**src/rtl/decodif_morse_pkg.sv**
```systemverilog
// Shared definitions for the Morse receive path.
//   state_t      : FSM state encoding (IDLE, MARK, SPACE, DONE)
//   COD_INVALID  : character code reported for unusable patterns
//   LETTER_OFFSET: code of 'A'; digits occupy 0..9
//   MAX_SYMS     : longest pattern (digits use all five positions)
//   morse_entry  : pattern/length table, pattern MSB-aligned, 1 = dash
package decodif_morse_pkg;

    typedef enum logic [1:0] {ST_IDLE, ST_MARK, ST_SPACE, ST_DONE} state_t;

    localparam logic [5:0] COD_INVALID   = 6'd63;
    localparam int         LETTER_OFFSET = 10;
    localparam int         MAX_SYMS      = 5;
    localparam int         NUM_CODES     = 36;

    typedef struct packed {
        logic [2:0] len;
        logic [4:0] pat;
    } sym_t;

    function automatic sym_t morse_entry(input logic [5:0] code);
        sym_t e;
        e = '0;
        if (code < 6'(LETTER_OFFSET)) begin
            case (code)
                6'd0: e = '{3'd5, 5'b11111};
                6'd1: e = '{3'd5, 5'b01111};
                6'd2: e = '{3'd5, 5'b00111};
                6'd3: e = '{3'd5, 5'b00011};
                6'd4: e = '{3'd5, 5'b00001};
                6'd5: e = '{3'd5, 5'b00000};
                6'd6: e = '{3'd5, 5'b10000};
                6'd7: e = '{3'd5, 5'b11000};
                6'd8: e = '{3'd5, 5'b11100};
                6'd9: e = '{3'd5, 5'b11110};
                default: e = '0;
            endcase
        end else begin
            case (code - 6'(LETTER_OFFSET))
                6'd0:  e = '{3'd2, 5'b01000}; // A .-
                6'd1:  e = '{3'd4, 5'b10000}; // B -...
                6'd2:  e = '{3'd4, 5'b10100}; // C -.-.
                6'd3:  e = '{3'd3, 5'b10000}; // D -..
                6'd4:  e = '{3'd1, 5'b00000}; // E .
                6'd5:  e = '{3'd4, 5'b00100}; // F ..-.
                6'd6:  e = '{3'd3, 5'b11000}; // G --.
                6'd7:  e = '{3'd4, 5'b00000}; // H ....
                6'd8:  e = '{3'd2, 5'b00000}; // I ..
                6'd9:  e = '{3'd4, 5'b01110}; // J .---
                6'd10: e = '{3'd3, 5'b10100}; // K -.-
                6'd11: e = '{3'd4, 5'b01000}; // L .-..
                6'd12: e = '{3'd2, 5'b11000}; // M --
                6'd13: e = '{3'd2, 5'b10000}; // N -.
                6'd14: e = '{3'd3, 5'b11100}; // O ---
                6'd15: e = '{3'd4, 5'b01100}; // P .--.
                6'd16: e = '{3'd4, 5'b11010}; // Q --.-
                6'd17: e = '{3'd3, 5'b01000}; // R .-.
                6'd18: e = '{3'd3, 5'b00000}; // S ...
                6'd19: e = '{3'd1, 5'b10000}; // T -
                6'd20: e = '{3'd3, 5'b00100}; // U ..-
                6'd21: e = '{3'd4, 5'b00010}; // V ...-
                6'd22: e = '{3'd3, 5'b01100}; // W .--
                6'd23: e = '{3'd4, 5'b10010}; // X -..-
                6'd24: e = '{3'd4, 5'b10110}; // Y -.--
                6'd25: e = '{3'd4, 5'b11000}; // Z --..
                default: e = '0;
            endcase
        end
        return e;
    endfunction

endpackage

```
**src/rtl/decodif_morse_tabela.sv**
```systemverilog
// Pattern-to-code lookup for the Morse decoder.
//   morse   : received pattern, MSB-aligned, unused positions zero
//   sym_cnt : number of symbols in the pattern
//   num     : matching character code, COD_INVALID when no entry matches
//   valid   : 1 when a table entry matched
module decodif_morse_tabela
    import decodif_morse_pkg::*;
(
    input  logic [4:0] morse,
    input  logic [2:0] sym_cnt,
    output logic [5:0] num,
    output logic       valid
);

    always_comb begin : lookup
        sym_t e;
        e     = '0;
        num   = COD_INVALID;
        valid = 1'b0;
        for (int i = 0; i < NUM_CODES; i++) begin
            e = morse_entry(6'(i));
            if (e.len == sym_cnt && e.pat == morse) begin
                num   = 6'(i);
                valid = 1'b1;
            end
        end
    end

endmodule

```
**src/rtl/decodif_morse.sv**
```systemverilog
// Morse receiver: synchronises the key, times marks and spaces, classifies
// marks as dot/dash and emits the character code once the gap closes.
//   clk     : system clock
//   reset   : asynchronous active-low reset
//   key     : Morse key, 1 = pressed, asynchronous
//   num     : decoded code 0..35, 63 = invalid
//   ready   : one-cycle pulse, num/morse/display valid
//   error   : one-cycle pulse with ready for an invalid pattern
//   morse   : received symbols, first in bit 4, 1 = dash
//   display : used-position mask, MSB-aligned
//
// state    | meaning
// ---------+----------------------------------------------
// ST_IDLE  | no character in progress
// ST_MARK  | key held, counting mark length
// ST_SPACE | key released, counting toward the char gap
// ST_DONE  | gap closed, publishing the character
module decodif_morse
    import decodif_morse_pkg::*;
#(
    parameter int DOT_MAX    = 4,
    parameter int MIN_MARK   = 2,
    parameter int GAP_CYCLES = 8,
    parameter int CNT_W      = 8
) (
    input  logic       clk,
    input  logic       reset,
    input  logic       key,
    output logic [5:0] num,
    output logic       ready,
    output logic       error,
    output logic [4:0] morse,
    output logic [4:0] display
);

    logic             key_m, key_s;
    state_t           state;
    logic [CNT_W-1:0] mark_cnt, space_cnt, mark_inc;
    logic [4:0]       shift_reg, pat_aligned, pat_mask;
    logic [2:0]       sym_cnt;
    logic             overflow, pend;
    logic [5:0]       tab_num;
    logic             tab_valid;

    always_ff @(posedge clk or negedge reset) begin
        if (!reset) begin
            key_m <= 1'b0;
            key_s <= 1'b0;
        end else begin
            key_m <= key;
            key_s <= key_m;
        end
    end

    // Shift register fills from the LSB; align so the first symbol is bit 4.
    assign pat_aligned = shift_reg << (3'(MAX_SYMS) - sym_cnt);
    assign pat_mask    = ~(5'b11111 >> sym_cnt);
    assign mark_inc    = (mark_cnt == '1) ? mark_cnt : mark_cnt + 1'b1;

    decodif_morse_tabela u_tabela (
        .morse   (pat_aligned),
        .sym_cnt (sym_cnt),
        .num     (tab_num),
        .valid   (tab_valid)
    );

    always_ff @(posedge clk or negedge reset) begin
        if (!reset) begin
            state     <= ST_IDLE;
            mark_cnt  <= '0;
            space_cnt <= '0;
            shift_reg <= '0;
            sym_cnt   <= '0;
            overflow  <= 1'b0;
            pend      <= 1'b0;
            num       <= '0;
            morse     <= '0;
            display   <= '0;
            ready     <= 1'b0;
            error     <= 1'b0;
        end else begin
            ready <= 1'b0;
            error <= 1'b0;
            case (state)
                ST_IDLE: begin
                    if (key_s) begin
                        state    <= ST_MARK;
                        mark_cnt <= CNT_W'(1);
                    end
                end
                ST_MARK: begin
                    if (key_s) begin
                        mark_cnt <= mark_inc;
                    end else if (mark_cnt < CNT_W'(MIN_MARK)) begin
                        state     <= (sym_cnt != 3'd0) ? ST_SPACE : ST_IDLE;
                        space_cnt <= CNT_W'(1);
                    end else begin
                        if (sym_cnt < 3'(MAX_SYMS)) begin
                            shift_reg <= {shift_reg[3:0], (mark_cnt > CNT_W'(DOT_MAX))};
                            sym_cnt   <= sym_cnt + 1'b1;
                        end else begin
                            overflow <= 1'b1;
                        end
                        state     <= ST_SPACE;
                        space_cnt <= CNT_W'(1);
                    end
                end
                ST_SPACE: begin
                    if (space_cnt + CNT_W'(1) >= CNT_W'(GAP_CYCLES)) begin
                        // A press landing on the closing cycle starts the next mark.
                        state    <= ST_DONE;
                        pend     <= key_s;
                        mark_cnt <= CNT_W'(1);
                    end else if (key_s) begin
                        state    <= ST_MARK;
                        mark_cnt <= CNT_W'(1);
                    end else begin
                        space_cnt <= space_cnt + 1'b1;
                    end
                end
                ST_DONE: begin
                    ready <= 1'b1;
                    if (overflow) begin
                        num     <= COD_INVALID;
                        error   <= 1'b1;
                        morse   <= 5'b11111;
                        display <= 5'b11111;
                    end else begin
                        num     <= tab_valid ? tab_num : COD_INVALID;
                        error   <= ~tab_valid;
                        morse   <= pat_aligned;
                        display <= pat_mask;
                    end
                    shift_reg <= '0;
                    sym_cnt   <= '0;
                    overflow  <= 1'b0;
                    pend      <= 1'b0;
                    if (key_s) begin
                        state    <= ST_MARK;
                        mark_cnt <= pend ? mark_inc : CNT_W'(1);
                    end else begin
                        state <= ST_IDLE;
                    end
                end
                default: state <= ST_IDLE;
            endcase
        end
    end

endmodule

```
**config.mk**
```make
export PLATFORM = sky130hd
export DESIGN_NAME = decodif_morse
export DESIGN_NICKNAME = d
export VERILOG_FILES = /design/src/rtl/decodif_morse_pkg.sv /design/src/rtl/decodif_morse_tabela.sv /design/src/rtl/decodif_morse.sv
export SDC_FILE = /design/constraint.sdc
export NUM_CORES = 1
export LEC_CHECK = 0
export CAP_MARGIN = 10
export CORE_UTILIZATION = 58
export DETAILED_ROUTE_END_ITERATION = 12
export MAX_ROUTING_LAYER = met4
export PLACE_DENSITY = 0.75
export SYNTH_ARGS = -nofsm -noshare
export SYNTH_HDL_FRONTEND = slang
export SYNTH_SLANG_ARGS = --single-unit
```
**constraint.sdc**
```tcl
create_clock -name clk -period 5.46 [get_ports clk]
set_input_delay 0.546 -clock clk [delete_from_list [all_inputs] [get_ports clk]]
set_output_delay 0.546 -clock clk [all_outputs]
set_load 0.02 [all_outputs]
```
# Word level (Yosys, flattened, before mapping)
# Index checks and enable logic that the tools add are counted.
[totals]
out_inout_bits = 18
reg_bits = 48
elab_cells = 220
input_bits = 3
[classes]
order_cmp = 4
n_reduce_logical = 47
eq_ne = 36
shift = 2
n_mux = 111
n_bitwise = 2
addsub = 4
[op_table]
columns = ["op", "n"]
rows = [
  ["$mux W6", 38],
  ["$mux W8", 9],
  ["$eq A5 B5 Y1 const A", 9],
  ["$mux W1", 44],
  ["$logic_and A1 B1 Y1", 36],
  ["$pmux W8 S4", 1],
  ["$mux W5", 5],
  ["$eq A4 B5 Y1 const A", 4],
  ["$ne A2 B2 Y1 const B", 9],
  ["$add A8 B1 Y8 const B", 2],
  ["$pmux W8 S2", 1],
  ["$reduce_and A4 Y1", 3],
  ["$eq A2 B5 Y1 const A", 2],
  ["$eq A3 B5 Y1 const A", 2],
  ["$mux W2", 5],
  ["$pmux W5 S2", 1],
  ["$mux W3", 3],
  ["$eq A8 B8 Y1 const B", 1],
  ["$ge A8 B4 Y1 const B", 1],
  ["$gt A8 B3 Y1 const B", 1],
  ["$lt A8 B2 Y1 const B", 1],
  ["$pmux W2 S4", 1],
  ["$eq A2 B3 Y1 const A", 2],
  ["$eq A3 B3 Y1 const A", 2],
  ["other kinds (18)", 23],
]

# Logic depth before layout (Yosys ltp)
[logic_depth]
depth_word = 43
ltp_mapped = 13
depth_no_buf = 10

# Hierarchy
# Synthesis repeated with hierarchy kept, for this count alone.
[unflattened]
hier_cells = 366
area_unflattened_um2 = 3250.6
[modules_own_cells]
columns = ["mod", "cells_per_inst", "seq_area_each_um2", "area_per_inst_um2", "instances"]
rows = [
  ["decodif_morse", 246, 1201.2, 2419.8, 1],
  ["decodif_morse_tabela", 120, 0.0, 830.8, 1],
]

# Least setup slack after synthesis
# Ideal clock, no wire load.
[synth_timing]
path_type = "register -> register"
from = "register sym_cnt[1]"
to = "register num[5]"
synth_period_minus_slack_ns = 2.813
setup_ns = 0.126
n_path_buf = 2
path_slack_ns = 2.647
required_ns = 5.334
arrival_time_ns = 2.687
path_stages_with_launch = 13
cell_sequence = "dfrtp_1 -> buf_4 -> inv_1 -> ha_1 -> buf_4 -> a21oi_1 -> a211o_1 -> nand2_2 -> nor3_1 -> nor4_4 -> nand3_2 -> nor3_1 -> o32a_1"
[synth_via]
elab_chain_cells = 42
elab_cells_between_ends = 136
cone_classes = "1 x add/sub; 23 x eq/ne; 1 x shift; 74 x mux; 37 x reduce/logical"
[synth_lines]
columns = ["item", "line", "source"]
rows = [
  ["start: declaration", "decodif_morse.sv:40", "logic [2:0] sym_cnt;"],
  ["start signal: assignment", "decodif_morse.sv:100", "sym_cnt <= sym_cnt + 1'b1;"],
  ["$sub A3 B3 Y3", "decodif_morse.sv:56", "assign pat_aligned = shift_reg << (3'(MAX_SYMS) - sym_cnt);"],
  ["$shl A5 B3 Y5", "decodif_morse.sv:56", ""],
  ["$eq A5 B5 Y1", "decodif_morse_tabela.sv:22", "if (e.len == sym_cnt && e.pat == morse) begin"],
  ["$logic_and A1 B1 Y1", "decodif_morse_tabela.sv:22", ""],
  ["$mux W6 or $mux W1 (tied branches) (36 in series)", "decodif_morse_tabela.sv:22", ""],
  ["$mux W6 (*)", "decodif_morse.sv:129", "num <= tab_valid ? tab_num : COD_INVALID;"],
  ["$mux W6 (*)", "decodif_morse.sv:123", "if (overflow) begin"],
  ["end signal: assignment", "decodif_morse.sv:129", ""],
  ["end: declaration", "decodif_morse.sv:29", "output logic [5:0] num,"],
]
# Mark *: on every way between the ends. The rest lies on a longest branch, timed or not.
# A chain may end at the register's enable or synchronous reset.

# Worst setup path in the final report
# Ends and elaborated chain as after synthesis.

==> impl_results.html <==
<table>
<tr><th>Metric</th><th>Value</th></tr>
<tr><th colspan="2">Outcome</th></tr>
<tr><td>Run status</td><td>finished clean</td></tr>
<tr><th colspan="2">Timing</th></tr>
<tr><td>Final setup violation count</td><td>0</td></tr>
<tr><td>Min cycle time layout</td><td>3.71 ns</td></tr>
<tr><td>Number of hold violations in the final report</td><td>0</td></tr>
<tr><td>Total count of max-transition violations in the final report</td><td>0</td></tr>
<tr><td>Maximum clock skew at final layout</td><td>0.0133 ns</td></tr>
<tr><td>Highest attainable clock frequency</td><td>0.269 GHz</td></tr>
<tr><td>Final worst path period share</td><td>0.680</td></tr>
<tr><td>Setup repair after global routing missed its margin</td><td>false</td></tr>
<tr><td>Total negative slack for setup checks</td><td>0 ns</td></tr>
<tr><td>Worst slew margin relative to its limit</td><td>0.332</td></tr>
<tr><td>Worst Tran Pin Value</td><td>0.996 ns</td></tr>
<tr><th colspan="2">Logic synthesis</th></tr>
<tr><td>Synthesized instance count</td><td>391</td></tr>
<tr><td>Count of unique library cells instantiated by Yosys</td><td>74</td></tr>
<tr><td>Top cell type's share of synthesized area</td><td>0.361</td></tr>
<tr><td>Number of nets produced by synthesis</td><td>405</td></tr>
<tr><td>Library cell with the largest summed area after synthesis</td><td>sky130_fd_sc_hd__dfrtp_1</td></tr>
<tr><td>Synthesis Warnings</td><td>0</td></tr>
<tr><td>Average cell area after synthesis</td><td>8.50 um^2</td></tr>
<tr><td>Combined area of all synthesized cells</td><td>3320 um^2</td></tr>
<tr><td>Async set or reset register ratio after synthesis</td><td>1.00</td></tr>
<tr><td>Top cells by instance count after synthesis</td><td>sky130_fd_sc_hd__dfrtp_1, sky130_fd_sc_hd__nand2_1, sky130_fd_sc_hd__nor2_1, sky130_fd_sc_hd__o21ai_0, sky130_fd_sc_hd__a21oi_1</td></tr>
<tr><td>Number of synthesized register bits</td><td>48</td></tr>
<tr><td>Area contributors post-synth</td><td>sky130_fd_sc_hd__dfrtp_1, sky130_fd_sc_hd__nand2_1, sky130_fd_sc_hd__ha_1</td></tr>
<tr><td>Count of flip-flops with a built-in enable after synthesis</td><td>0</td></tr>
<tr><td>Most frequently used flop master after synthesis</td><td>sky130_fd_sc_hd__dfrtp_1</td></tr>
<tr><td>Sequential fraction of the synthesis area</td><td>0.361</td></tr>
<tr><th colspan="2">Clocking</th></tr>
<tr><td>Number of CTS-inserted buffers</td><td>5</td></tr>
<tr><td>Clock insertion delay at the later pin of the skew report</td><td>0.31 ns</td></tr>
<tr><td>Clock slew at the register clock pins of the worst setup and hold paths</td><td>0.10 ns</td></tr>
<tr><td>Number of setup buffers added after CTS</td><td>0</td></tr>
<tr><td>Clock Tree Root</td><td>sky130_fd_sc_hd__clkbuf_8</td></tr>
<tr><td>CTS tree</td><td>yes</td></tr>
<tr><td>Hold buffer count at cts</td><td>0</td></tr>
<tr><td>Count of instances resized after the clock tree is built</td><td>0</td></tr>
<tr><td>Clk sink count</td><td>48</td></tr>
<tr><td>Max clock buf depth</td><td>2</td></tr>
<tr><td>Number of H-tree levels</td><td>2</td></tr>
<tr><th colspan="2">Pwr</th></tr>
<tr><td>Relative contribution of sequential cells to total power</td><td>0.301</td></tr>
<tr><td>Net switching power</td><td>976 uW</td></tr>
<tr><td>Logic gate share of total power</td><td>0.568</td></tr>
<tr><td>Leak</td><td>1.54 nW</td></tr>
<tr><td>Switching portion of total power</td><td>0.473</td></tr>
<tr><td>Peak supply drop</td><td>0.253 mV</td></tr>
<tr><td>Clk network pwr share</td><td>0.131</td></tr>
<tr><td>Internal Dissipation</td><td>1.09 mW</td></tr>
<tr><td>Power per standard cell area</td><td>571 nW/um^2</td></tr>
<tr><th colspan="2">Floorplan</th></tr>
<tr><td>Starting Density</td><td>0.603</td></tr>
<tr><td>Number of placement rows</td><td>27</td></tr>
<tr><td>Floorplan die height</td><td>77.7 um</td></tr>
<tr><td>Total die area</td><td>6040 um^2</td></tr>
<tr><td>Total core area</td><td>5510 um^2</td></tr>
<tr><td>Width of the die</td><td>77.7 um</td></tr>
<tr><td>I/O pin total</td><td>21</td></tr>
<tr><th colspan="2">Critical path</th></tr>
<tr><td>Slowest Stage Delay on Critical Path</td><td>0.66 ns</td></tr>
<tr><td>List of cells traversed by the critical path</td><td>inv_1 -&gt; ha_1 -&gt; and2b_1 -&gt; a22oi_1 -&gt; or4b_1 -&gt; o221ai_1 -&gt; nor2b_1 -&gt; nand3_2 -&gt; nor3_1 -&gt; o32a_1</td></tr>
<tr><td>Delay-heaviest family, CP</td><td>simple AND/OR/NAND/NOR gates</td></tr>
<tr><td>Startpoint type of the worst setup path</td><td>register</td></tr>
<tr><td>Buffers plus inverters on the worst setup path</td><td>1</td></tr>
<tr><td>Worst-path cell with the longest stage delay</td><td>sky130_fd_sc_hd__dfrtp_1</td></tr>
<tr><td>Capturing element type of the critical path</td><td>register</td></tr>
<tr><td>Critical path data arrival time</td><td>3.90 ns</td></tr>
<tr><td>Critical path data required time</td><td>5.64 ns</td></tr>
<tr><td>Worst Path Max Fanout</td><td>14</td></tr>
<tr><td>Setup Crit Path Kind</td><td>reg2reg</td></tr>
<tr><th colspan="2">Drt</th></tr>
<tr><td>DRC marker count from the first detailed-route iteration</td><td>423</td></tr>
<tr><td>Remaining routing DRC violations</td><td>0</td></tr>
<tr><td>1st-pass router iterations</td><td>5</td></tr>
<tr><td>Final WL</td><td>8430 um</td></tr>
<tr><td>Vias after detailed routing</td><td>3,066</td></tr>
<tr><td>Count of antenna-violating nets left after detailed routing</td><td>0</td></tr>
<tr><td>Avg Vias per Cell</td><td>6.54</td></tr>
<tr><td>Routed length per placed instance</td><td>18.0 um</td></tr>
<tr><th colspan="2">Finish</th></tr>
<tr><td>Final nets</td><td>410</td></tr>
<tr><td>Fraction of final layout cells sized beyond drive strength 1</td><td>0.0781</td></tr>
<tr><td>Combined area of the multi-input logic cells</td><td>1950 um^2</td></tr>
<tr><td>Area taken by flip-flops and latches</td><td>1200 um^2</td></tr>
<tr><td>Number of standard cells in the final layout excluding fillers</td><td>469</td></tr>
<tr><td>Top Registers</td><td>mark_cnt (8), space_cnt (8), num (6)</td></tr>
<tr><td>Number of diodes</td><td>0</td></tr>
<tr><td>Relative area change from synthesis to final layout</td><td>8.77%</td></tr>
<tr><td>Fillcell total</td><td>466</td></tr>
<tr><th colspan="2">GRT</th></tr>
<tr><td>GRT Residual Overflow</td><td>0</td></tr>
<tr><td>Total Routing Usage GR</td><td>0.315</td></tr>
<tr><td>Via count of the first global-routing pass</td><td>2,952</td></tr>
<tr><td>Initial antenna violation count</td><td>0</td></tr>
<tr><td>Maximum number of pins on one net before global-route repair</td><td>49</td></tr>
<tr><td>Wire length of the first global-routing pass</td><td>14,500 um</td></tr>
<tr><th colspan="2">Hold path</th></tr>
<tr><td>Class of the worst hold path</td><td>in2async</td></tr>
<tr><th colspan="2">Place</th></tr>
<tr><td>DP HPWL</td><td>5970 um</td></tr>
<tr><td>Global placer's final weighted congestion</td><td>0.918</td></tr>
<tr><td>Placed Cells incl. Taps</td><td>461</td></tr>
<tr><td>Number of buffer cells added on primary ports</td><td>20</td></tr>
<tr><th colspan="2">Job</th></tr>
<tr><td>Total of max-cap violations</td><td>0</td></tr>
</table>
==> cell usage in the layout (no fill, tap or decap), types with 3 or more instances in the layout <==
cell type,count
sky130_fd_sc_hd__a21boi_0,3
sky130_fd_sc_hd__a21o_1,7
sky130_fd_sc_hd__a21oi_1,20
sky130_fd_sc_hd__a31oi_1,10
sky130_fd_sc_hd__a32oi_1,3
sky130_fd_sc_hd__and2_1,3
sky130_fd_sc_hd__and3_1,7
sky130_fd_sc_hd__clkbuf_8,6
sky130_fd_sc_hd__clkdlybuf4s50_1,19
sky130_fd_sc_hd__dfrtp_1,48
sky130_fd_sc_hd__ha_1,11
sky130_fd_sc_hd__inv_1,14
sky130_fd_sc_hd__mux2i_1,4
sky130_fd_sc_hd__nand2_1,48
sky130_fd_sc_hd__nand2b_1,5
sky130_fd_sc_hd__nand3_1,15
sky130_fd_sc_hd__nand4_1,5
sky130_fd_sc_hd__nor2_1,33
sky130_fd_sc_hd__nor2b_1,11
sky130_fd_sc_hd__nor3_1,13
sky130_fd_sc_hd__o211ai_1,5
sky130_fd_sc_hd__o21a_1,4
sky130_fd_sc_hd__o21ai_0,26
sky130_fd_sc_hd__o21ai_1,4
sky130_fd_sc_hd__o22a_1,5
sky130_fd_sc_hd__o22ai_1,6
==> routing by layer <==
| metal | global-route usage | up-vias | share of wire |
|---|---|---|---|
| met4 | 0.102 | 0 | 0.025 |
| met2 | 0.496 | 121 | 0.48 |
| met5 | - | - | 0 |
| li1 | - | 1446 | - |
| met3 | 0.0376 | 24 | 0.046 |
| met1 | 0.425 | 1475 | 0.45 |
==> worst paths after layout <==
| kind | start | cells after the start | slack [ns] | end |
|---|---|---|---|---|
| hold reg to reg | key_m | 0 | 0.35 | key_s |
| min in group clk | key_m | 0 | 0.35 | key_s |
| hold / removal | reset | 2 | 0.34 | num[1] |
| max in group asynchronous | reset | 2 | 4.70 | display[0] |
| setup / recovery | sym_cnt[1] | 10 | 1.75 | num[5] |
| setup reg to reg | sym_cnt[1] | 10 | 1.75 | num[5] |
==> stage by stage <==
stage,setup WS [ns],util,power [mW],hold slack [ns],instance area [um^2]
after global placement,1.96,0.634,1.77,0.337,3490
after CTS,1.85,0.656,2.05,0.350,3610
after floorplan,2.65,-,1.49,0.250,3320
after detailed placement,1.89,0.634,1.77,0.335,3490
final,1.75,0.656,2.07,0.338,3610
after global routing,1.49,0.656,2.23,0.361,3610
==> power groups by stage <==
stage | Sequential, mW | Clock (mW) | Combinational, mW
final | 0.622 | 0.271 | 1.17
after global placement | 0.618 | 0 | 1.16
after global routing | 0.647 | 0.292 | 1.29
after floorplan | 0.615 | 0 | 0.873
after detailed placement | 0.623 | 0 | 1.15
after CTS | 0.617 | 0.280 | 1.16
==> cells by family (layout without fill, tap and decap cells) <==
kind of cell,Yosys count,in the layout,share of synthesized area
fa+ha+maj,11,11,0.0414
buf+inv,37,43,0.0527
compound gates,127,127,0.270
flops,48,48,0.361
simple gates,162,162,0.253
mux,6,6,0.0207
==> layout make-up <==
cell class,count,area share
Clock inverter,2,0.0107
Multi-Input combinational cell,306,0.539
Timing Repair Buffer,21,0.0561
Tap cell,72,0.0249
Inverter,14,0.0145
Clock buffer,6,0.0228
Sequential cell,48,0.332
No activity file was read; power rests on OpenSTA's default activity.
